### src/rtl/uart_tx_fifo.sv
// uart_tx_fifo: byte FIFO feeding an 8N1 UART transmitter with a registered serial line.
module uart_tx_fifo #(
  parameter int CLK_HZ  = 12000000,
  parameter int BAUD    = 115200,
  parameter int DIVISOR = CLK_HZ / BAUD,
  parameter int DEPTH   = 16,
  localparam int AW = $clog2(DEPTH),
  localparam int CW = AW + 1
) (
  input  logic          clk,
  input  logic          rst_n,
  input  logic [7:0]    tx_data,
  input  logic          tx_valid,
  output logic          tx_ready,
  output logic          uart_tx,
  output logic          busy,
  output logic [CW-1:0] fifo_count
);
  localparam logic [1:0] IDLE  = 2'd0;
  localparam logic [1:0] START = 2'd1;
  localparam logic [1:0] DATA  = 2'd2;
  localparam logic [1:0] STOP  = 2'd3;
  localparam logic [CW-1:0] FULL   = CW'(DEPTH);
  localparam logic [15:0]   RELOAD = 16'(DIVISOR - 1);
  logic [7:0]    mem [DEPTH];
  logic [AW-1:0] wr_q, rd_q;
  logic [CW-1:0] cnt_q, cnt_d;
  logic [1:0]    st_q, st_d;
  logic [15:0]   baud_q, baud_d;
  logic [2:0]    idx_q, idx_d;
  logic [7:0]    sh_q, sh_d;
  logic          tx_q, tx_d;
  logic          rdy_q;
  logic          push, pop, tick;
  assign tick       = baud_q == 16'd0;
  assign tx_ready   = rdy_q && cnt_q < FULL;
  assign push       = tx_valid && tx_ready;
  assign pop        = cnt_q != '0 && (st_q == IDLE || (st_q == STOP && tick));
  assign uart_tx    = tx_q;
  assign busy       = st_q != IDLE || cnt_q != '0;
  assign fifo_count = cnt_q;
  // A pop always lands in START, whether from IDLE or at the end of a stop bit.
  always_comb begin
    cnt_d  = cnt_q + CW'(push) - CW'(pop);
    st_d   = pop ? START
           : (!tick || st_q == IDLE) ? st_q
           : st_q == START ? DATA
           : st_q == DATA ? (idx_q == 3'd7 ? STOP : DATA)
           : IDLE;
    baud_d = (tick || st_q == IDLE) ? RELOAD : baud_q - 16'd1;
    idx_d  = st_q == DATA ? idx_q + 3'(tick) : 3'd0;
    sh_d   = pop ? mem[rd_q] : (st_q == DATA && tick) ? sh_q >> 1 : sh_q;
    tx_d   = st_q == START ? 1'b0 : st_q == DATA ? sh_q[0] : 1'b1;
  end
  always_ff @(posedge clk)
    if (push) mem[wr_q] <= tx_data;
  always_ff @(posedge clk or negedge rst_n)
    if (!rst_n) begin
      wr_q   <= '0;
      rd_q   <= '0;
      cnt_q  <= '0;
      st_q   <= IDLE;
      baud_q <= '0;
      idx_q  <= '0;
      sh_q   <= '0;
      tx_q   <= 1'b1;
      rdy_q  <= 1'b0;
    end else begin
      wr_q   <= wr_q + AW'(push);
      rd_q   <= rd_q + AW'(pop);
      cnt_q  <= cnt_d;
      st_q   <= st_d;
      baud_q <= baud_d;
      idx_q  <= idx_d;
      sh_q   <= sh_d;
      tx_q   <= tx_d;
      rdy_q  <= 1'b1;
    end
endmodule
### config.mk
export PLATFORM = sky130hd
export DESIGN_NAME = uart_tx_fifo
export DESIGN_NICKNAME = d
export VERILOG_FILES = /design/src/rtl/uart_tx_fifo.sv
export SDC_FILE = /design/constraint.sdc
export NUM_CORES = 1
export LEC_CHECK = 0
export CAP_MARGIN = 5
export CORE_MARGIN = 4
export CORE_UTILIZATION = 36
export DETAILED_ROUTE_END_ITERATION = 6
export MAX_ROUTING_LAYER = met4
export PLACE_DENSITY_LB_ADDON = 0.25
export SYNTH_ARGS = -nofsm -noshare
export SYNTH_HDL_FRONTEND = slang
export SYNTH_SLANG_ARGS = --single-unit
### constraint.sdc
create_clock -name clk -period 3.47 [get_ports clk]
set_input_delay 0.694 -clock clk [delete_from_list [all_inputs] [get_ports clk]]
set_output_delay 0.694 -clock clk [all_outputs]
set_load 0.03 [all_outputs]
==> reports/metrics.yaml, run 1 <==
p_leak_nw: 3.100
cp-start-kind: "register"
grt_usage_pct: 13.77
max_freq_mhz: 312.4
ir_drop_mv: 0.3387
die_h_um: 148.9
post-route-min-period_ns: 3.201
async_flop_share_pct: 25.58
num_antenna_cells: 0
cts_tree: "built"
synthCells: 426
layout.nets: 498
layout_commonest_cell: "edfxtp_1"
antenna_found_initial: 0
ys_seq_elements: 172
crit_family: "simple AND/OR/NAND/NOR gates"
cp_slowest_stage_delay_ns: 0.65
post-route-period-util_pct: 92.24
postRouteAntennaNets: 0
root_buffer: "clkbuf_16"
insertion_delay_ns: 0.42
r2r_cells: 14
finClkSkew_ns: 0.01004
cp.arrival_ns: 2.51
final_cell_mix: "128 x edfxtp_1, 42 x dfrtp_1, 36 x nor2_1, 35 x mux2i_1, 25 x mux4_2"
top_usage_layer: "met2"
use_met3_pct: 2.370
grt_overflow: 0
rsz0062_at_grt: "false"
fin_cells: 747
tns_ns: 0
crit_slowest_cell: "clkdlybuf4s50_1"
htree_levels: 4
synth.yosys.warnings: 0
worst_slew_pin_slew_ns: 0.9821
ios: 19
vias: 3684
die_w_um: 148.9
synth_seq_area_share_pct: 69.16
hold_path.class: "primary input to asynchronous set/reset pin"
cts_setup_buffers: 0
worst-path-buf-inv: 2
required_ns: 2.78
synth.distinct_cells: 48
dp_cells: 715
synth_ff_type: "edfxtp_1"
grt_first_pass_wirelength_mm: 22.11
path_max_fanout: 4
worstSetupPathType: "register to output port"
synth.net_count: 455
cts_num_sinks: 172
use_met1_pct: 17.00
hold_viol: 0
power_mw: 4.710
grt_pass1_vias: 4006
gp_congestion: 0.7615
synth_edf_count: 128
avgRoutedWirePerCell_um: 18.31
drc: 0
max_cap_violations: 0
cp_num_cells: 5
area_growth_pct: 16.17
portBuffers: 18
slew_violations: 0
row_count: 51
syn_area_per_cell_sq_um: 16.79
wl_mm: 13.67
via_per_inst: 4.932
hold_buffers: 0
initial_core_util_pct: 36.63
numCtsBuffers: 17
worstSetupEndpointType: "output port"
drt_iter0_drc: 251
core_area_sq_um: 19530
crit_chain: "inv_1 -> ha_1 -> nor4b_2 -> nand2_1 -> clkdlybuf4s50_1"
grt_util_met2_pct: 22.67
relSlewSlack_pct: 34.53
placed_cell_area_sq_um: 7745
cts_resized: 0
power_density_nw_per_um2: 567.0
drive_gt1_share_pct: 19.71
clockBufferDepth: 2
first_pass_iters: 4
die-area_sq_um: 22180
clk_pin_slew_ns: 0.07
status: "completed"
finalSetupViolations: 0
synth_area_sq_um: 7152
grt_start_max_net_pins: 45
final_cell_area_sq_um: 8308
dp_hpwl_mm: 9.029
-- Yosys cell counts, types with 2 or more instances --
cell type	number	area, sq um
o31ai_1	2	15.01
and3_1	2	12.51
inv_1	12	45.04
mux2_2	3	33.78
a21oi_1	14	70.07
ha_1	17	212.7
or4_1	2	15.01
and2_1	3	18.77
mux2i_1	35	350.3
nand3_1	5	25.02
o21ai_0	2	10.01
clkbuf_1	6	22.52
nand2b_1	4	25.02
nor2b_1	7	43.79
nor3_1	6	30.03
dfrtp_1	43	1076
a22oi_1	2	15.01
or3_1	2	12.51
a221oi_1	7	61.31
nand2_1	15	56.30
mux4_2	25	563.0
nor2_1	36	135.1
edfxtp_1	128	3844
buf_2	4	20.02
xor2_1	8	70.07
nand3b_1	2	15.01
xnor2_1	11	96.34
buf_6	3	33.78
-- metal layers --
| metal | share of wire [%] | vias to the layer above |
|---|---|---|
| met5 | 0 | - |
| met4 | 1.9 | 0 |
| met3 | 3.7 | 18 |
| met2 | 51 | 63 |
| met1 | 44 | 1905 |
| li1 | - | 1698 |
-- cell type report --
class                      instances  area, sq um
timing repair buffer              39        345.3
tap                              265        331.6
multi-input combinational        227         2076
clock buffer                      17        425.4
fill                            1773        11220
inverter                          12        45.04
clock inverter                    15        137.6
sequential                       172         4947
-- power by group --
part / total (mW) / switching (mW) / internal (mW)
Clock: 1.81 / 0.809 / 1.00
Combinational: 0.488 / 0.283 / 0.205
Sequential: 2.41 / 0.0924 / 2.32
Total: 4.71 / 1.18 / 3.53
-- flip-flops by register name, summed over array words and instances, names as in the netlist --
name and flops:
idx_q 3, mem 128, baud_q 16, wr_q 4, rd_q 4, uart_tx 1, fifo_count 5, rdy_q 1
st_q 2, sh_q 8
-- through the flow --
stage | utilization [%] | hold WS [ns] | setup WS (ns)
global route | 42.55 | 0.5222 | 0.08144
detailed placement | 39.66 | 0.5144 | 0.3847
finish | 42.55 | 0.4282 | 0.2691
CTS | 42.55 | 0.4564 | 0.2065
floorplan | - | 0.3984 | 0.5725
global placement | 39.66 | 0.4971 | 0.4407
-- cells by family (layout without fill, tap and decap cells) --
logic type,after synthesis,after routing,synth area share (%)
flip-flops,172,172,69.16
AND/OR/NAND/NOR,94,94,7.138
multiplexers,63,63,13.24
AO/OA/AOI/OAI,32,32,3.009
buffers and inverters,27,83,1.819
XOR/XNOR,19,19,2.327
adder cells (fa/ha/maj),18,18,3.254
other,1,1,0.05243
-- worst reg2reg max path: cells and delay by family (launching register included) --
kind | cells | cell delay [ns]
XOR/XNOR | 1 | 0.12
AO/OA/AOI/OAI | 2 | 0.35
AND/OR/NAND/NOR | 5 | 1.07
adder cells (fa/ha/maj) | 4 | 0.94
flip-flops | 1 | 0.43
buffers and inverters | 2 | 0.12
-- final timing paths --
check / from / endpoint / slack (ns)
worst max-delay path: fifo_count[2] / busy / 0.27
max in group asynchronous: rst_n / rd_q[0] / 2.35
worst max register to register: baud_q[0] / fifo_count[4] / 0.36
worst min register to register: baud_q[6] / baud_q[6] / 0.53
worst min-delay path: rst_n / baud_q[5] / 0.43
min in group clk: baud_q[6] / baud_q[6] / 0.53
No activity file was read; power rests on OpenSTA's default activity.
==> run 2, diff against run 1 <==
--- a/config.mk
+++ b/config.mk
@@ -11,6 +11,7 @@
 export DETAILED_ROUTE_END_ITERATION = 6
 export MAX_ROUTING_LAYER = met4
 export PLACE_DENSITY_LB_ADDON = 0.25
+export SETUP_SLACK_MARGIN = 0.1
 export SYNTH_ARGS = -nofsm -noshare
 export SYNTH_HDL_FRONTEND = slang
 export SYNTH_SLANG_ARGS = --single-unit
==> run 2 against run 1 <==
  * Register-to-register slack is essentially flat
  * Core utilization is essentially flat
  * Highest routed layer unchanged
  * Combinational power grew 1%
==> reports/metrics.yaml, run 2 (same netlist as run 1, synthesis figures left out) <==
status: "completed"
grt_pass1_vias: 4006  # unchanged
slew_violations: 0  # unchanged
grt_usage_pct: 13.77  # unchanged
worst_slew_pin_slew_ns: 0.9830  # +0.0008727 ns
numCtsBuffers: 17  # unchanged
row_count: 51  # unchanged
die_h_um: 148.9  # unchanged
p_leak_nw: 3.104  # +0.13%
pre_cts_ws_ns: 0.3847  # unchanged
cts_tree: "built"
area_growth_pct: 16.29
r2r_setup_slack_ns: 0.35  # about the same
postRouteAntennaNets: 0  # unchanged
crit_path_start: "baud_q[0]"
num_antenna_cells: 0  # unchanged
cp_slowest_stage_delay_ns: 0.43  # -0.22 ns
use_met3_pct: 2.370  # unchanged
largest_register: "mem"
max_freq_mhz: 320.9  # +2.7%
via_per_inst: 4.904  # -0.57%
hold_slack_ns: 0.4297  # +0.001474 ns
antenna_found_initial: 0  # unchanged
required_ns: 3.82  # +1.04 ns
relSlewSlack_pct: 34.47  # -0.058 points
fin_ws_ns: 0.3533  # +0.08418 ns
grt_start_max_net_pins: 45  # unchanged
dp_cells: 715  # unchanged
r2r-start: "baud_q[0]"
power_density_nw_per_um2: 567.6  # +0.11%
gp_congestion: 0.7615  # unchanged
layout.nets: 498  # unchanged
post-route-min-period_ns: 3.117  # -0.08418 ns
layout_commonest_cell: "edfxtp_1"
fillers: 1771  # -0.11%
use_met1_pct: 17.00  # unchanged
final_cell_mix: "128 x edfxtp_1, 42 x dfrtp_1, 36 x nor2_1, 35 x mux2i_1, 25 x mux4_2"
drive_gt1_share_pct: 19.71  # unchanged
r2r_cells: 14  # unchanged
crit_path_end: "fifo_count[4]"
worstSetupEndpointType: "register"
hold_viol: 0  # unchanged
drc: 0  # unchanged
drt_iter0_drc: 243  # -3.2%
clockBufferDepth: 2  # unchanged
grt_util_met2_pct: 22.67  # unchanged
multiInputGateArea_sq_um: 2085  # +0.42%
cts_setup_buffers: 0  # unchanged
top_usage_layer: "met2"
ir_drop_mv: 0.3399  # +0.37%
first_pass_iters: 4  # unchanged
rsz0062_at_grt: "false"
largest_reg_flops: 128  # unchanged
cts_num_sinks: 172  # unchanged
wl_mm: 13.70  # +0.17%
finClkSkew_ns: 0.01436  # +0.004321 ns
core_area_sq_um: 19530  # unchanged
insertion_delay_ns: 0.43  # about the same
grt_first_pass_wirelength_mm: 22.11  # unchanged
crit_chain: "inv_1 -> ha_1 -> nor3b_2 -> and3_1 -> a31oi_2 -> nor2_8 -> ha_1 -> inv_1 -> ha_1 -> fa_1 -> a21oi_1 -> nor2_1 -> nor2_1 -> xnor2_1"
clk_pin_slew_ns: 0.07  # about the same
power_mw: 4.720  # +0.21%
placed_cell_area_sq_um: 7745  # unchanged
avgRoutedWirePerCell_um: 18.34  # +0.17%
final_cell_area_sq_um: 8317  # +0.11%
r2r_end: "fifo_count[4]"
top_regs: "mem x128, baud_q x16, sh_q x8"
hold_path.class: "primary input to asynchronous set/reset pin"
worstSetupPathType: "register to register"
cp.arrival_ns: 3.46  # +0.95 ns
die_w_um: 148.9  # unchanged
vias: 3663  # -0.57%
grt_overflow: 0  # unchanged
finalSetupViolations: 0  # unchanged
initial_core_util_pct: 36.63  # unchanged
fin_cells: 747  # unchanged
root_buffer: "clkbuf_16"
final-seq-area_sq_um: 4947  # unchanged
path_max_fanout: 10  # +6
final_util_pct: 42.59  # +0.045 points
crit_slowest_cell: "dfrtp_1"
htree_levels: 4  # unchanged
critPathMostFrequentCell: "ha_1"
cp-start-kind: "register"
dp_hpwl_mm: 9.029  # unchanged
ios: 19  # unchanged
die-area_sq_um: 22180  # unchanged
portBuffers: 18  # unchanged
tns_ns: 0  # unchanged
max_cap_violations: 0  # unchanged
post-route-period-util_pct: 89.82  # -2.4 points
[run 2: cell types whose count changed in the layout (fill, tap and decap cells not counted)]
cell / previous run / this run
nor4b_2: 1 / 0
nor4b_4: 0 / 1
[run 2: power by group]
part           switching (mW)  leakage [nW]  internal, mW
Combinational           0.284          1.14         0.210
Sequential             0.0981          1.69          2.32
Clock                   0.807         0.275          1.00
[run 2: cell type report]
class,count,area share [%]
inverters,12,0.5416
flip-flops and latches,172,59.49
well taps,265,3.987
multi-input cells,227,25.06
repair buffers,39,4.152
clock inverters,15,1.655
clock buffers,17,5.115
[run 2: worst min-delay path by stage]
stage | from | end | slack [ns]
3_5_place_dp | baud_q[0] | baud_q[0] | 0.51
5_1_grt | rst_n | baud_q[4] | 0.52
4_1_cts | rst_n | baud_q[5] | 0.46
2_1_floorplan | rst_n | baud_q[0] | 0.40
3_3_place_gp | baud_q[0] | baud_q[0] | 0.50
6_report | rst_n | baud_q[5] | 0.43
[run 2: what timing repair did]
item | in CTS | in global routing
endpoints found under the hold margin | 0 | 0
hold buffers | 0 | 0
resized for setup | 0 | 1
endpoints found under the setup margin | 0 | 1
[run 2: routing by layer]
metal,up-vias,wire [um]
li1,1696,-
met1,1899,6059
met2,56,6912
met3,12,497
met4,0,228
met5,-,0
[run 2: worst max-delay path, delay by kind of cell, from the launching register on]
kind            cells  cell delay, ns
buf+inv             2            0.12
xor+xnor            1            0.12
fa+ha+maj           4            0.94
compound gates      2            0.35
flops               1            0.43
simple gates        5            1.08
==> run 3, diff against run 2 <==
--- a/config.mk
+++ b/config.mk
@@ -6,7 +6,7 @@
 export NUM_CORES = 1
 export LEC_CHECK = 0
 export CAP_MARGIN = 5
-export CORE_MARGIN = 4
+export CORE_MARGIN = 2
 export CORE_UTILIZATION = 36
 export DETAILED_ROUTE_END_ITERATION = 6
 export MAX_ROUTING_LAYER = met4
==> run 3 against run 2 <==
  * Design area about the same
  * Cell count increased by 0.13%
  * Sequential power about the same
  * Highest routed layer unchanged
  * Fmax decreased by 1.0%
==> reports/metrics.yaml, run 3 (same netlist as run 1, synthesis figures left out) <==
cp-start-kind: "register"
hold_viol: 0  # unchanged
p_leak_nw: 3.109  # +0.17%
final_cell_area_sq_um: 8319  # about the same
post-route-min-period_ns: 3.149  # +0.03213 ns
portBuffers: 18  # unchanged
worst_slew_pin_slew_ns: 0.9886  # +0.005576 ns
path_max_fanout: 4  # -6
status: "completed"
layout_commonest_cell: "edfxtp_1"
initial_core_util_pct: 36.75  # +0.12 points
insertion_delay_ns: 0.42  # about the same
top_regs: "mem x128, baud_q x16, sh_q x8"
max_freq_mhz: 317.6  # -1.0%
slew_violations: 0  # unchanged
power_mw: 4.767  # +0.98%
gp_congestion: 0.7711  # +1.3%
numCtsBuffers: 17  # unchanged
wl_mm: 13.51  # -1.4%
fillers: 1711  # -3.4%
clk_pin_slew_ns: 0.07  # about the same
required_ns: 2.78  # -1.04 ns
row_count: 51  # unchanged
grt_start_max_net_pins: 45  # unchanged
largest_reg_flops: 128  # unchanged
tns_ns: 0  # unchanged
dp_cells: 716  # +0.14%
drive_gt1_share_pct: 19.88  # +0.17 points
hold_path.class: "primary input to asynchronous set/reset pin"
grt_overflow: 0  # unchanged
fin_ws_ns: 0.3212  # -0.03213 ns
grt_pass1_vias: 3855  # -3.8%
cts_num_sinks: 172  # unchanged
hold_buffers: 0  # unchanged
cts_setup_buffers: 0  # unchanged
drt_iter0_drc: 161  # -34%
rsz0062_at_grt: "false"
pre_cts_ws_ns: 0.5366  # +0.1519 ns
drc: 0  # unchanged
ir_drop_mv: 0.4673  # +37%
avgRoutedWirePerCell_um: 18.06  # -1.5%
post-route-period-util_pct: 90.74  # +0.93 points
relSlewSlack_pct: 34.10  # -0.37 points
crit_chain: "inv_1 -> ha_1 -> nor4b_2 -> nand2_1 -> clkdlybuf4s50_1"
first_pass_iters: 4  # unchanged
cts_tree: "built"
placed_cell_area_sq_um: 7740  # about the same
worstSetupPathType: "register to output port"
largest_register: "mem"
cp.arrival_ns: 2.45  # -1.01 ns
fin_cells: 748  # +0.13%
ios: 19  # unchanged
antenna_found_initial: 0  # unchanged
finalSetupViolations: 0  # unchanged
clockBufferDepth: 2  # unchanged
grt_first_pass_wirelength_mm: 21.87  # -1.1%
crit_family: "simple AND/OR/NAND/NOR gates"
vias: 3628  # -0.96%
finClkSkew_ns: 0.009719  # -0.004643 ns
dp_hpwl_mm: 8.913  # -1.3%
worst-path-buf-inv: 2  # unchanged
layout.nets: 499  # +0.20%
max_cap_violations: 0  # unchanged
cp_slowest_stage_delay_ns: 0.64  # +0.21 ns
area_growth_pct: 16.32  # about the same
crit_slowest_cell: "clkdlybuf4s50_1"
final_util_pct: 42.75  # +0.15 points
num_antenna_cells: 0  # unchanged
final_cell_mix: "128 x edfxtp_1, 42 x dfrtp_1, 36 x nor2_1, 35 x mux2i_1, 25 x mux4_2"
via_per_inst: 4.850  # -1.1%
die_w_um: 144.9  # -2.7%
cts_resized: 0  # unchanged
core_area_sq_um: 19460  # -0.33%
die_h_um: 144.9  # -2.7%
grt_usage_pct: 14.19  # +0.42 points
power_density_nw_per_um2: 573.0  # +0.95%
worstSetupEndpointType: "output port"
postRouteAntennaNets: 0  # unchanged
die-area_sq_um: 21010  # -5.3%
hold_slack_ns: 0.4273  # -0.002377 ns
htree_levels: 4  # unchanged
root_buffer: "clkbuf_16"
[run 3: cell type report]
type                            count  area [sq um]  area share, %
Clock inverter                     14         150.1          1.805
Tap cell                          265         331.6          3.986
Sequential cell                   172          4947          59.47
Multi-Input combinational cell    227          2076          24.95
Timing Repair Buffer               40         340.3          4.091
Inverter                           12         45.04         0.5414
Clock buffer                       18         429.2          5.159
[run 3: per-layer routing]
metal / global-route usage [%] / vias up / routed length (um)
met2: 22.55 / 40 / 6659
met5: - / - / 0
met3: 3.302 / 8 / 343
met4: 4.158 / 0 / 140
li1: - / 1709 / -
met1: 18.31 / 1871 / 6366
[run 3: report_power, final]
| part | internal (mW) | switching [mW] |
|---|---|---|
| registers | 2.32 | 0.0904 |
| clock network | 1.02 | 0.847 |
| logic | 0.206 | 0.283 |
| total | 3.55 | 1.22 |
[run 3: final timing paths]
| check | slack [ns] | to | cells after the start | from |
|---|---|---|---|---|
| setup reg to reg | 0.50 | fifo_count[4] | 14 | baud_q[0] |
| max in group asynchronous | 2.35 | rd_q[0] | 1 | rst_n |
| hold reg to reg | 0.49 | uart_tx | 2 | sh_q[0] |
| setup / recovery | 0.32 | busy | 5 | fifo_count[2] |
| hold / removal | 0.43 | baud_q[4] | 1 | rst_n |
| min in group clk | 0.49 | uart_tx | 2 | sh_q[0] |
